`src/rtl/lcd_bus_pkg.sv`:
```
// Shared state encoding and default timing for the LCD parallel bus controller.
package lcd_bus_pkg;

  localparam int unsigned CNT_W          = 16;
  localparam int unsigned DEF_T_SETUP    = 1;
  localparam int unsigned DEF_T_STROBE   = 2;
  localparam int unsigned DEF_T_HOLD     = 1;
  localparam int unsigned DEF_T_RST_LOW  = 200;
  localparam int unsigned DEF_T_RST_WAIT = 2400;

  typedef enum logic [2:0] {
    RST_LOW,
    RST_WAIT,
    IDLE,
    SETUP,
    STROBE,
    HOLD
  } lcd_state_e;

endpackage

```
`src/rtl/lcd_bus_ctrl.sv`:
```
// 8080-style LCD bus master: panel reset sequencing plus single-word
// read/write cycles with programmable setup / strobe / hold timing.
module lcd_bus_ctrl
  import lcd_bus_pkg::*;
#(
  parameter int unsigned T_SETUP    = DEF_T_SETUP,
  parameter int unsigned T_STROBE   = DEF_T_STROBE,
  parameter int unsigned T_HOLD     = DEF_T_HOLD,
  parameter int unsigned T_RST_LOW  = DEF_T_RST_LOW,
  parameter int unsigned T_RST_WAIT = DEF_T_RST_WAIT
) (
  input  logic        lcdclk,
  input  logic        lcdreset,
  input  logic        cmd_valid,
  output logic        cmd_ready,
  input  logic        cmd_rs,
  input  logic        cmd_rd,
  input  logic [15:0] cmd_wdata,
  output logic        rsp_valid,
  output logic [15:0] rsp_rdata,
  input  logic        hw_reset_req,
  output logic        busy,
  output logic        lcd_reset_n,
  output logic        lcd_cs_n,
  output logic        lcd_rs,
  output logic        lcd_write_n,
  output logic        lcd_read_n,
  output logic [15:0] lcd_dout,
  output logic        lcd_doe,
  input  logic [15:0] lcd_din
);

  // Counter reload values: each phase lasts (reload + 1) cycles.
  localparam logic [CNT_W-1:0] C_SETUP    = CNT_W'(T_SETUP - 1);
  localparam logic [CNT_W-1:0] C_STROBE   = CNT_W'(T_STROBE - 1);
  localparam logic [CNT_W-1:0] C_HOLD     = CNT_W'(T_HOLD - 1);
  localparam logic [CNT_W-1:0] C_RST_LOW  = CNT_W'(T_RST_LOW - 1);
  localparam logic [CNT_W-1:0] C_RST_WAIT = CNT_W'(T_RST_WAIT - 1);

  lcd_state_e       r_state;
  logic [CNT_W-1:0] r_cnt;
  logic             r_pend;
  logic             r_rd;

  logic w_cnt_zero;
  logic w_rst_req;

  assign w_cnt_zero = (r_cnt == '0);
  // A request arriving this very cycle counts the same as one already latched.
  assign w_rst_req  = r_pend | hw_reset_req;
  assign cmd_ready  = (r_state == IDLE) & ~w_rst_req;
  assign busy       = (r_state != IDLE);

  // Bus/reset FSM with a shared phase counter; panel-side outputs are
  // registered and updated on the transition into each phase.
  always_ff @(posedge lcdclk or posedge lcdreset) begin
    if (lcdreset) begin
      r_state     <= RST_LOW;
      r_cnt       <= C_RST_LOW;
      r_pend      <= 1'b0;
      r_rd        <= 1'b0;
      lcd_reset_n <= 1'b0;
      lcd_cs_n    <= 1'b1;
      lcd_rs      <= 1'b0;
      lcd_write_n <= 1'b1;
      lcd_read_n  <= 1'b1;
      lcd_dout    <= '0;
      lcd_doe     <= 1'b0;
      rsp_valid   <= 1'b0;
      rsp_rdata   <= '0;
    end else begin
      rsp_valid <= 1'b0;
      r_pend    <= r_pend | hw_reset_req;
      case (r_state)
        RST_LOW: begin
          if (w_cnt_zero) begin
            r_state     <= RST_WAIT;
            r_cnt       <= C_RST_WAIT;
            lcd_reset_n <= 1'b1;
          end else begin
            r_cnt <= r_cnt - 1'b1;
          end
        end
        RST_WAIT: begin
          if (w_cnt_zero) begin
            if (w_rst_req) begin
              // Request seen during the sequence: run it again from the top.
              r_state     <= RST_LOW;
              r_cnt       <= C_RST_LOW;
              r_pend      <= 1'b0;
              lcd_reset_n <= 1'b0;
            end else begin
              r_state <= IDLE;
            end
          end else begin
            r_cnt <= r_cnt - 1'b1;
          end
        end
        IDLE: begin
          if (w_rst_req) begin
            r_state     <= RST_LOW;
            r_cnt       <= C_RST_LOW;
            r_pend      <= 1'b0;
            lcd_reset_n <= 1'b0;
          end else if (cmd_valid) begin
            // lcd_rs / lcd_dout double as the latched command fields.
            r_state  <= SETUP;
            r_cnt    <= C_SETUP;
            r_rd     <= cmd_rd;
            lcd_cs_n <= 1'b0;
            lcd_rs   <= cmd_rs;
            lcd_doe  <= ~cmd_rd;
            lcd_dout <= cmd_rd ? '0 : cmd_wdata;
          end
        end
        SETUP: begin
          if (w_cnt_zero) begin
            r_state     <= STROBE;
            r_cnt       <= C_STROBE;
            lcd_write_n <= r_rd;
            lcd_read_n  <= ~r_rd;
          end else begin
            r_cnt <= r_cnt - 1'b1;
          end
        end
        STROBE: begin
          if (w_cnt_zero) begin
            r_state     <= HOLD;
            r_cnt       <= C_HOLD;
            lcd_write_n <= 1'b1;
            lcd_read_n  <= 1'b1;
            if (r_rd) begin
              rsp_rdata <= lcd_din;
              rsp_valid <= 1'b1;
            end
          end else begin
            r_cnt <= r_cnt - 1'b1;
          end
        end
        HOLD: begin
          if (w_cnt_zero) begin
            lcd_cs_n <= 1'b1;
            lcd_rs   <= 1'b0;
            lcd_doe  <= 1'b0;
            lcd_dout <= '0;
            if (w_rst_req) begin
              r_state     <= RST_LOW;
              r_cnt       <= C_RST_LOW;
              r_pend      <= 1'b0;
              lcd_reset_n <= 1'b0;
            end else begin
              r_state <= IDLE;
            end
          end else begin
            r_cnt <= r_cnt - 1'b1;
          end
        end
        default: begin
          r_state     <= RST_LOW;
          r_cnt       <= C_RST_LOW;
          lcd_reset_n <= 1'b0;
        end
      endcase
    end
  end

endmodule

```
`config.mk`:
```
export PLATFORM = sky130hd
export DESIGN_NAME = lcd_bus_ctrl
export DESIGN_NICKNAME = d
export VERILOG_FILES = /design/src/rtl/lcd_bus_pkg.sv /design/src/rtl/lcd_bus_ctrl.sv
export SDC_FILE = /design/constraint.sdc
export NUM_CORES = 1
export LEC_CHECK = 0
export CAP_MARGIN = 10
export CORE_MARGIN = 4
export CORE_UTILIZATION = 48
export CTS_BUF_LIST = sky130_fd_sc_hd__clkbuf_16
export DETAILED_ROUTE_END_ITERATION = 6
export PLACE_DENSITY = 0.89
export SLEW_MARGIN = 20
export SYNTH_ARGS = -nofsm -noshare
export SYNTH_HDL_FRONTEND = slang
export SYNTH_SLANG_ARGS = --single-unit
```
`constraint.sdc`:
```
create_clock -name lcdclk -period 3.9 [get_ports lcdclk]
set_clock_uncertainty 0.1 [all_clocks]
set_input_delay 0.39 -clock lcdclk [delete_from_list [all_inputs] [get_ports lcdclk]]
set_output_delay 0.39 -clock lcdclk [all_outputs]
set_load 0.03 [all_outputs]
```
==> Yosys cells after proc, flatten, opt, wreduce, memory -nomap -nowiden <==
Cells that the tools add are included.
{ "totals": {"regBits": 60, "in_bits": 38, "out_inout_bits": 41, "elab_cells": 92} }
{ "op_classes": {"add_sub_neg": 1, "n_eq_ne": 15, "muxes": 44, "n_bitwise": 6, "reduce_logical": 13} }
{ "op_table": {"columns": ["op", "count"], "rows": [
  ["2-to-1 mux 16 bit", 11],
  ["one-hot mux 16 bit (5 select lines)", 1],
  ["one-hot mux 16 bit (2 select lines)", 1],
  ["2-to-1 mux 3 bit", 6],
  ["logical NOT 16 bit", 1],
  ["2-to-1 mux 1 bit", 16],
  ["subtractor 16 x 1 -> 16 bit, second input constant", 1],
  ["one-hot mux 3 bit (5 select lines)", 1],
  ["inequality test 2 bit, second input constant", 6],
  ["one-hot mux 1 bit (2 select lines)", 6],
  ["AND reduction 3 bit", 4],
  ["equality test 3 x 2 -> 1 bit, second input constant", 2],
  ["equality test 3 bit, second input constant", 2],
  ["inequality test 3 x 2 -> 1 bit, second input constant", 2],
  ["AND reduction 5 bit", 1],
  ["inverter 1 bit", 4],
  ["one-hot mux 1 bit (4 select lines)", 1],
  ["AND reduction 4 bit", 1],
  ["nonzero test 2 bit", 2],
  ["OR reduction 2 bit", 2],
  ["equality test 3 x 1 -> 1 bit, second input constant", 1],
  ["logical NOT 3 bit", 1],
  ["inequality test 3 bit, second input constant", 1],
  ["2-to-1 mux 2 bit", 1],
  ["4 further kinds", 4]
]} }

==> Depth between registers and ports, before layout <==
Gate-level depths: netlist of run 1.
{ "logic_depth": {"depth_word": 4, "mapped_depth": 10, "depth_no_buf": 7} }

==> Worst setup path after synthesis of run 1 <==
OpenSTA, ideal clock, no wires.
{ "synth_path": {"kind": "register to register", "start": "reg r_cnt[0]", "end": "reg rsp_rdata[13]", "setup_ns": 0.127, "arrival_ns": 2.608, "required_ns": 3.673, "path_slack_ns": 1.064, "path_stages_with_launch": 11, "path_buffers": 3, "period_less_slack_ns": 2.836, "cell_sequence": "dfstp_2 > inv_1 > ha_1 > or3b_1 > buf_2 > or4_4 > nor3_2 > and3_1 > buf_6 > buf_12 > mux2_1"} }
{ "synth_between": {"elab_chain_cells": 2} }
{ "synth_rtl": {"columns": ["element", "line_no", "text"], "rows": [
  ["start, declared", "lcd_bus_ctrl.sv:41", "logic [CNT_W-1:0] r_cnt;"],
  ["start signal, assigned", "lcd_bus_ctrl.sv:81", "r_cnt <= r_cnt - 1'b1;"],
  ["start signal, assigned", "lcd_bus_ctrl.sv:96", "r_cnt <= r_cnt - 1'b1;"],
  ["start signal, assigned", "lcd_bus_ctrl.sv:123", "r_cnt <= r_cnt - 1'b1;"],
  ["logical NOT 16 bit", "lcd_bus_ctrl.sv:48", "assign w_cnt_zero = (r_cnt == '0);"],
  ["AND reduction 3 bit (no source line)", null, null],
  ["end signal, assigned", "lcd_bus_ctrl.sv:133", "rsp_rdata <= lcd_din;"],
  ["end, declared", "lcd_bus_ctrl.sv:20", "output logic [15:0] rsp_rdata,"]
]} }
Every way passes these cells.
A chain may end at the register's enable or synchronous reset.

==> Final worst setup path of run 1 <==
{ "layout_path": {"start": "reg r_cnt[0]", "end": "reg rsp_rdata[6]"} }
Same word-level chain as after synthesis.

==> flow_summary.yaml, run 1 <==
status:
  status: "finished, final reports clean"
power_and_ir_drop:
  peakVddDrop_v: 0.000340
  p_per_area_nw_per_um2: 466
  power_leakage_uw: 0.00171
setup_path:
  crit_cells: 8
  crit_family: "simple AND/OR/NAND/NOR gates"
  crit_buf_inv: 2
  worstPathCellList: "inv_1 -> ha_1 -> or3b_1 -> or4_4 -> nor3_2 -> and3_1 -> buf_4 -> mux2_2"
  worstPathRequired_ps: 4010
  r2r_end: "rsp_rdata[6]$_DFFE_PP0P_"
  crit_type: "flip-flop to flip-flop"
  setup.worst_path.start_class: "flip-flop"
  r2r_start: "r_cnt[0]$_DFFE_PP1P_"
  crit_end: "rsp_rdata[6]$_DFFE_PP0P_"
  slowest_stage: "or4_4"
  startpoint: "r_cnt[0]$_DFFE_PP1P_"
  critPathCaptureType: "flip-flop"
  cp_max_fo: 17
  rrSetupSlack_ps: 760
  slowest_delay_ps: 670
  worstPathArrival_ps: 3240
  r2r_cells: 8
detailed_routing:
  drtAntennaViolNets: 0
  wl_um: 7560
  dr.pass1.iters: 6
  drc: 0
  via_per_inst: 5.95
  initialDrtViolationCount: 175
  vias: 2515
  wl_per_cell_um: 17.9
cts:
  cts_buffers: 9
  postCtsSetupBuffers: 0
  cts_tree: "done"
  ctsResizeCount: 0
  cts_buffer_depth: 2
  htree_levels: 3
  clk_latency_ps: 330
  path_clk_slew_ps: 50
  cts_sinks: 60
  clockRootBuffer: "clkbuf_16"
  postCtsHoldBufs: 0
floorplanning:
  die_w_um: 85.6
  dieArea_um2: 7330
  core_um2: 5890
  rows: 28
  io_pins: 79
  die_h_um: 85.6
  start_util_pct: 49.1
yosys:
  ys.flop_type: "dfrtp_1"
  synth_cell_types: 52
  synth_top_area_cell: "dfrtp_1"
  synth_edf_count: 0
  synth.top_cell.area_share_pct: 45.0
  synth_area_per_cell_um2: 10.9
  ys_ff_latch: 60
  syn_nets: 305
  netlist_area_um2: 2890
  synthCells: 266
  synthArstFlopShare_pct: 100
  synth_area_leaders: "dfrtp_1 45%, dfstp_2 7.3%, a22o_1 5.5%, mux2_4 4.2%, mux2_2 3.1%"
  ys_seq_area_share_pct: 52.3
  yosysWarnings: 0
timing:
  drv_slew: 0
  rsz0062_at_grt: "false"
  setup_tns_ps: 0
  fin_crit_ps: 3140
  worst_pin_slew_ps: 923
  hold_viol: 0
  finalSetupViolCount: 0
  max_freq_mhz: 319
  post-route-period-util_pct: 80.4
  relSlewSlack_pct: 38.4
global_route:
  busiest_layer: "met2"
  grt_util_met2_pct: 34.7
  gr-usage-all-layers_pct: 21.5
  first_global_vias: 2586
  grt_max_degree: 57
  grt_pass1_wl_um: 12400
  antenna_found_initial: 0
  gr-total-overflow: 0
  grtUsageMet3_pct: 4.71
  met1_usage_pct: 26.5
layout:
  nets: 383
  multi_input_area_um2: 1250
  seqCellArea_um2: 1510
  syn2layout_area_growth_pct: 38.3
  drive_gt1_share_pct: 15.5
  final_common_cell: "clkdlybuf4s50_1"
  n_antenna_cell: 0
  fillerInstances: 435
  layout_common_cells: "78 x clkdlybuf4s50_1, 52 x dfrtp_1, 22 x nor2_1"
  fin_cells: 423
job:
  cap_viol_max_count: 0
worst_hold_path:
  hold_class: "flip-flop to flip-flop"
place:
  numPortBuffers: 78
  hpwl_um: 5140
  routabilityCongestion: 0.871
  dp.cells: 408
-- area by class of cell --
type	instances	area share, %
Sequential cell	60	37.8
Multi-Input combinational cell	180	31.3
Timing Repair Buffer	84	20.6
Clock buffer	9	5.63
Tap cell	75	2.35
Clock inverter	6	1.44
Inverter	9	0.876
-- where the power goes --
group / switching [µW] / total (µW) / internal, µW
sequential: 82.8 / 798 / 715
combinational: 165 / 311 / 145
clock: 269 / 753 / 484
-- synthesized netlist by cell type, types with 3 or more instances --
cell type	number
nand2b_1	3
a21oi_1	16
dfrtp_1	52
nand2_1	16
inv_1	9
a22o_1	18
o21ai_0	10
xor2_1	4
mux2_2	8
and2_1	3
nor3_1	5
o31ai_1	7
buf_2	6
nor2_1	22
or3_1	4
mux2_4	8
clkbuf_1	9
dfstp_2	8
o211ai_1	6
nor4_1	3
nand3_1	4
or2_2	5
or4_1	6
-- worst min path at each step --
| stage | to | from | cells after the start |
|---|---|---|---|
| 3_3_place_gp | lcd_cs_n$_DFFE_PP1P_ | lcd_cs_n$_DFFE_PP1P_ | 2 |
| 2_1_floorplan | lcd_read_n$_DFFE_PP1P_ | r_rd$_DFFE_PP0P_ | 1 |
| 3_5_place_dp | lcd_cs_n$_DFFE_PP1P_ | lcd_cs_n$_DFFE_PP1P_ | 2 |
| 6_report | lcd_doe$_DFFE_PP0P_ | lcd_doe$_DFFE_PP0P_ | 1 |
| 4_1_cts | lcd_doe$_DFFE_PP0P_ | lcd_doe$_DFFE_PP0P_ | 1 |
| 5_1_grt | lcd_doe$_DFFE_PP0P_ | lcd_doe$_DFFE_PP0P_ | 1 |
-- through the flow --
| step | util (%) | hold WS [ps] | setup WS, ps | power (µW) | area (µm²) |
|---|---|---|---|---|---|
| floorplan | - | 338 | 1060 | 993 | 2890 |
| global placement | 63.1 | 350 | 901 | 1090 | 3720 |
| detailed placement | 63.1 | 354 | 789 | 1110 | 3720 |
| CTS | 67.9 | 383 | 775 | 1870 | 4000 |
| global route | 68.0 | 402 | 609 | 1940 | 4000 |
| finish | 68.0 | 380 | 764 | 1860 | 4000 |
-- routing by layer --
metal | vias to the layer above | part of all wire (%)
li1 | 1133 | -
met1 | 1224 | 39
met2 | 133 | 50
met3 | 25 | 7.8
met4 | 0 | 3.2
met5 | - | 0
-- flip-flops by register name (all words and copies together) (netlist names) --
signal / flops
lcd_rs: 1
lcd_cs_n: 1
r_state: 3
r_rd: 1
rsp_rdata: 16
lcd_dout: 16
lcd_doe: 1
r_cnt: 16
lcd_reset_n: 1
r_pend: 1
lcd_write_n: 1
lcd_read_n: 1
rsp_valid: 1
-- cells by family after synthesis --
| family | after synthesis | share of synthesized area, % |
|---|---|---|
| simple gates | 82 | 15.2 |
| compound gates | 76 | 18.8 |
| flops | 60 | 52.3 |
| buf+inv | 26 | 4.46 |
| mux | 17 | 7.66 |
| xor+xnor | 4 | 1.21 |
| fa+ha+maj | 1 | 0.433 |
Note: power is estimated with default switching activity, not from simulation.
==> run 2, diff against run 1 <==
Clock period 3.9 ns to 2.9 ns, I/O delays scaled along.
==> run 2 against run 1 <==
Die area is the same. Global-route usage increased by 1.5 points. Maximum frequency grew 12%. Non-clock buffer count grew 7. Final cell count grew 1.9%. Routed wire length is 4.3% higher. Via count is 0.60% lower. Cell area is 2.1% higher. Worst setup slack lost 660 ps. Sequential share of layout area fell by 0.79 points. Sequential cell count unchanged.
==> flow_summary.yaml, run 2 (synthesis gave the netlist of run 1 again) <==
layout:
  fin_cells: 431
  layout_common_cells: "78 x clkdlybuf4s50_1, 52 x dfrtp_1, 22 x nor2_1"
  fin_area_um2: 4090
  finish.utilization_pct: 69.4
  reg_top3: "lcd_dout x16, r_cnt x16, rsp_rdata x16"
  final_common_cell: "clkdlybuf4s50_1"
  syn2layout_area_growth_pct: 41.3
  drive_gt1_share_pct: 18.0
  nets: 390
  n_antenna_cell: 0
setup_path:
  setup.worst_path.start_class: "flip-flop"
  rrSetupSlack_ps: 100
  crit_type: "flip-flop to flip-flop"
  crit_buf_inv: 2
  slowest_stage: "or4_4"
  critPathCaptureType: "flip-flop"
  slowest_delay_ps: 570
  worstPathRequired_ps: 3000
  worstPathCellList: "inv_1 -> ha_1 -> or3b_1 -> or4_4 -> nor3_4 -> and3_4 -> buf_12 -> mux2_2"
  cp_max_fo: 17
  crit_family: "simple AND/OR/NAND/NOR gates"
  worstPathArrival_ps: 2900
timing:
  max_freq_mhz: 357
  relSlewSlack_pct: 54.0
  fin_crit_ps: 2800
  worst_pin_slew_ps: 689
  post-route-period-util_pct: 96.6
  drv_slew: 0
  setup_tns_ps: 0
  setup_slack_ps: 99.2
  hold_viol: 0
  finalSetupViolCount: 0
power_and_ir_drop:
  peakVddDrop_v: 0.000419
  p_per_area_nw_per_um2: 621
  power_leakage_uw: 0.00175
place:
  dp.cells: 415
  routabilityCongestion: 0.936
  post-place-ws_ps: 91.8
  numPortBuffers: 78
  dpl_cell_area_um2: 3780
  hpwl_um: 5450
floorplanning:
  rows: 28
  io_pins: 79
  dieArea_um2: 7330
  die_h_um: 85.6
  core_um2: 5890
  start_util_pct: 49.1
  die_w_um: 85.6
global_route:
  gr-usage-all-layers_pct: 23.0
  grt_max_degree: 36
  grt_pass1_wl_um: 13100
  antenna_found_initial: 0
  gr-total-overflow: 0
  first_global_vias: 2592
worst_hold_path:
  hold_class: "input port to asynchronous set/reset pin"
cts:
  path_clk_slew_ps: 50
  clk_latency_ps: 330
  cts_tree: "done"
  cts_buffer_depth: 2
  ctsResizeCount: 0
  postCtsHoldBufs: 0
  htree_levels: 3
  cts_sinks: 60
  clockRootBuffer: "clkbuf_16"
  postCtsSetupBuffers: 0
  cts_buffers: 9
job:
  cap_viol_max_count: 0
detailed_routing:
  wl_um: 7880
  drc: 0
  vias: 2500
  drtAntennaViolNets: 0
  initialDrtViolationCount: 195
  wl_per_cell_um: 18.3
  dr.pass1.iters: 4
  via_per_inst: 5.80
status:
  status: "finished, final reports clean"
-- run 2: final timing paths --
path                                      start                       end  depth (start not counted)
setup / recovery           r_cnt[0]$_DFFE_PP1P_  rsp_rdata[9]$_DFFE_PP0P_                          8
hold / removal                         lcdreset  lcd_dout[15]$_DFFE_PP0P_                          2
setup reg to reg           r_cnt[0]$_DFFE_PP1P_  rsp_rdata[9]$_DFFE_PP0P_                          8
hold reg to reg             lcd_doe$_DFFE_PP0P_       lcd_doe$_DFFE_PP0P_                          1
max in group asynchronous              lcdreset      r_cnt[1]$_DFFE_PP1P_                          3
min in group lcdclk         lcd_doe$_DFFE_PP0P_       lcd_doe$_DFFE_PP0P_                          1
-- run 2: stage by stage --
stage,power (µW),hold WS (ps)
after floorplan,1340,325
after global placement,1480,351
after detailed placement,1490,360
after CTS,2540,319
after global routing,2650,362
final,2540,295
-- run 2: per-layer routing --
metal / vias up / GRT usage [%] / wire length, µm
met2: 106 / 39.1 / 4100
met4: 0 / 8.63 / 116
met5: - / 0 / 0
met3: 10 / 4.13 / 503
met1: 1232 / 29.3 / 3160
li1: 1152 / - / -
-- run 2: layout make-up --
cell class / count / area [µm²]
multi-input cells: 180 / 1260
well taps: 75 / 93.8
clock buffers: 9 / 225
repair buffers: 91 / 891
fillers: 411 / 1800
flip-flops and latches: 60 / 1510
clock inverters: 7 / 67.6
inverters: 9 / 33.8
-- run 2: power breakdown --
group | leakage (µW) | internal (µW) | total (µW) | switching, µW
Combinational | 0.000828 | 204 | 431 | 227
Clock | 0.000143 | 660 | 1040 | 376
Sequential | 0.000779 | 962 | 1070 | 108
==> edit, RTL diff (config.mk and constraints of run 1) <==
Re-encode `lcd_state_e` (6 states) as one-hot, 6 bits wide.
--- a/src/rtl/lcd_bus_pkg.sv
+++ b/src/rtl/lcd_bus_pkg.sv
@@ -8,13 +8,13 @@
   localparam int unsigned DEF_T_RST_LOW  = 200;
   localparam int unsigned DEF_T_RST_WAIT = 2400;
 
-  typedef enum logic [2:0] {
-    RST_LOW,
-    RST_WAIT,
-    IDLE,
-    SETUP,
-    STROBE,
-    HOLD
+  typedef enum logic [5:0] {
+    RST_LOW  = 6'b000001,
+    RST_WAIT = 6'b000010,
+    IDLE     = 6'b000100,
+    SETUP    = 6'b001000,
+    STROBE   = 6'b010000,
+    HOLD     = 6'b100000
   } lcd_state_e;
 
 endpackage
Formal check against the unedited RTL: same outputs for any inputs over 10 cycles, from zero or initial values and one cycle with lcdreset high; not proved beyond that.
==> edit against run 1 <==
  * Routed wire length is 11% higher
  * Highest routed layer unchanged
  * Sequential cell count grew 3
  * Worst setup slack gained 0.069 ns
  * Final area is 10% higher
  * Area after synthesis grew 13%
  * Largest cell class unchanged
  * Count of clock-buffer cells in the layout unchanged
Power is not compared: it rests on default switching activity, and its combinational part moved more than twofold at a synthesized area within 25%.
==> edit: results (changes against run 1) <==
[status]
outcome = finished clean

[routing]
dr.pass1.iters = 5  ; -1
routed-via-count = 2818  ; +12%
drt_iter0_drc = 240  ; +37%
routed_wl_mm = 8.40  ; +11%

[grt]
grt_pass1_wl_mm = 13.5  ; +9.0%
track_usage_pct = 20.4  ; -1.2 points
grt_max_degree = 38  ; -33%

[power]
p_total_mw = 1.54
leakage_nw = 1.88

[placed_design]
place_congestion = 0.967  ; +11%
hpwl_mm = 5.85  ; +14%

[synthesis]
synth_seq_area_share_pct = 48.5  ; -3.8 points
synth.area.top_cells = dfrtp_1 (41%), dfstp_2 (7.2%), mux2_4 (4.6%), a31o_2 (4.5%), nor3b_1 (3.9%)
synthesis.yosys.warnings = 0  ; unchanged
ys_types = 60  ; +15%
synth_common_cells = dfrtp_1 (54), nor2_1 (21), nand2_1 (18), o21ai_0 (18)
syn_nets = 347  ; +14%

[finish]
drive_above_1_share_pct = 19.3  ; +3.8 points
num-fill-cells = 512  ; +18%
layout.nets = 423  ; +10%

[setup_path]
cp.arrival_ns = 2.58  ; -0.66 ns
crit_end = cmd_ready
reg2regPathDepth = 9  ; +1
r2r-end = r_cnt[0]
crit_start = r_state[3]
r2r_slack_ns = 1.12  ; +0.36 ns
slowest_delay_ns = 0.71  ; +0.04 ns
cp_max_fo = 12  ; -5
cpMaxStageDelayCell = clkdlybuf4s50_1

[timing]
relSlewSlack_pct = 41.4  ; +3.0 points

[hold_path]
holdPathEnd = lcd_read_n
min_from = r_rd

-- edit: cell count changes after synthesis, moves of 6 or more --
| cell | run 1 | this run |
|---|---|---|
| nor3b_1 | 2 | 17 |
| a22o_1 | 18 | 0 |
| a31o_2 | 1 | 17 |
| o31ai_1 | 7 | 1 |
| o21ai_0 | 10 | 18 |
| a31oi_1 | 2 | 12 |
-- edit: metrics by stage --
| step | area (um2) | std cells | setup WS, ns | util (%) | hold slack [ns] |
|---|---|---|---|---|---|
| 6_report | 4410 | 466 | 0.833 | 67.8 | 0.360 |
| 3_3_place_gp | 4090 | 450 | 1.32 | 63.0 | 0.339 |
| 5_1_grt | 4410 | 466 | 0.722 | 67.8 | 0.384 |
| 2_1_floorplan | 3280 | 308 | 1.48 | - | 0.309 |
| 4_1_cts | 4410 | 466 | 0.896 | 67.8 | 0.357 |
| 3_5_place_dp | 4090 | 450 | 1.17 | 63.0 | 0.350 |
-- edit: kinds of logic after synthesis --
family / share of synthesized area [%]
simple gates: 20.5
compound gates: 16.7
flops: 48.5
buf+inv: 4.12
mux: 8.21
xor+xnor: 1.60
fa+ha+maj: 0.382
-- edit: layout make-up --
class                   count  area (um2)  share of cell area [%]
well taps                  77        96.3                    2.19
clock buffers               9         225                    5.11
inverters                  12        45.0                    1.02
clock inverters             7        87.6                    1.99
repair buffers             82         811                    18.4
flip-flops and latches     63        1590                    36.0
multi-input cells         216        1550                    35.3
-- edit: layer usage --
metal / up-vias / share of wire, % / wire length (um) / track usage [%]
met5: - / 0 / 0 / 0
met3: 18 / 6.4 / 540 / 4.67
met1: 1374 / 43 / 3600 / 26.3
li1: 1304 / - / - / -
met4: 0 / 1.4 / 119 / 8.93
met2: 122 / 49 / 4140 / 32.6
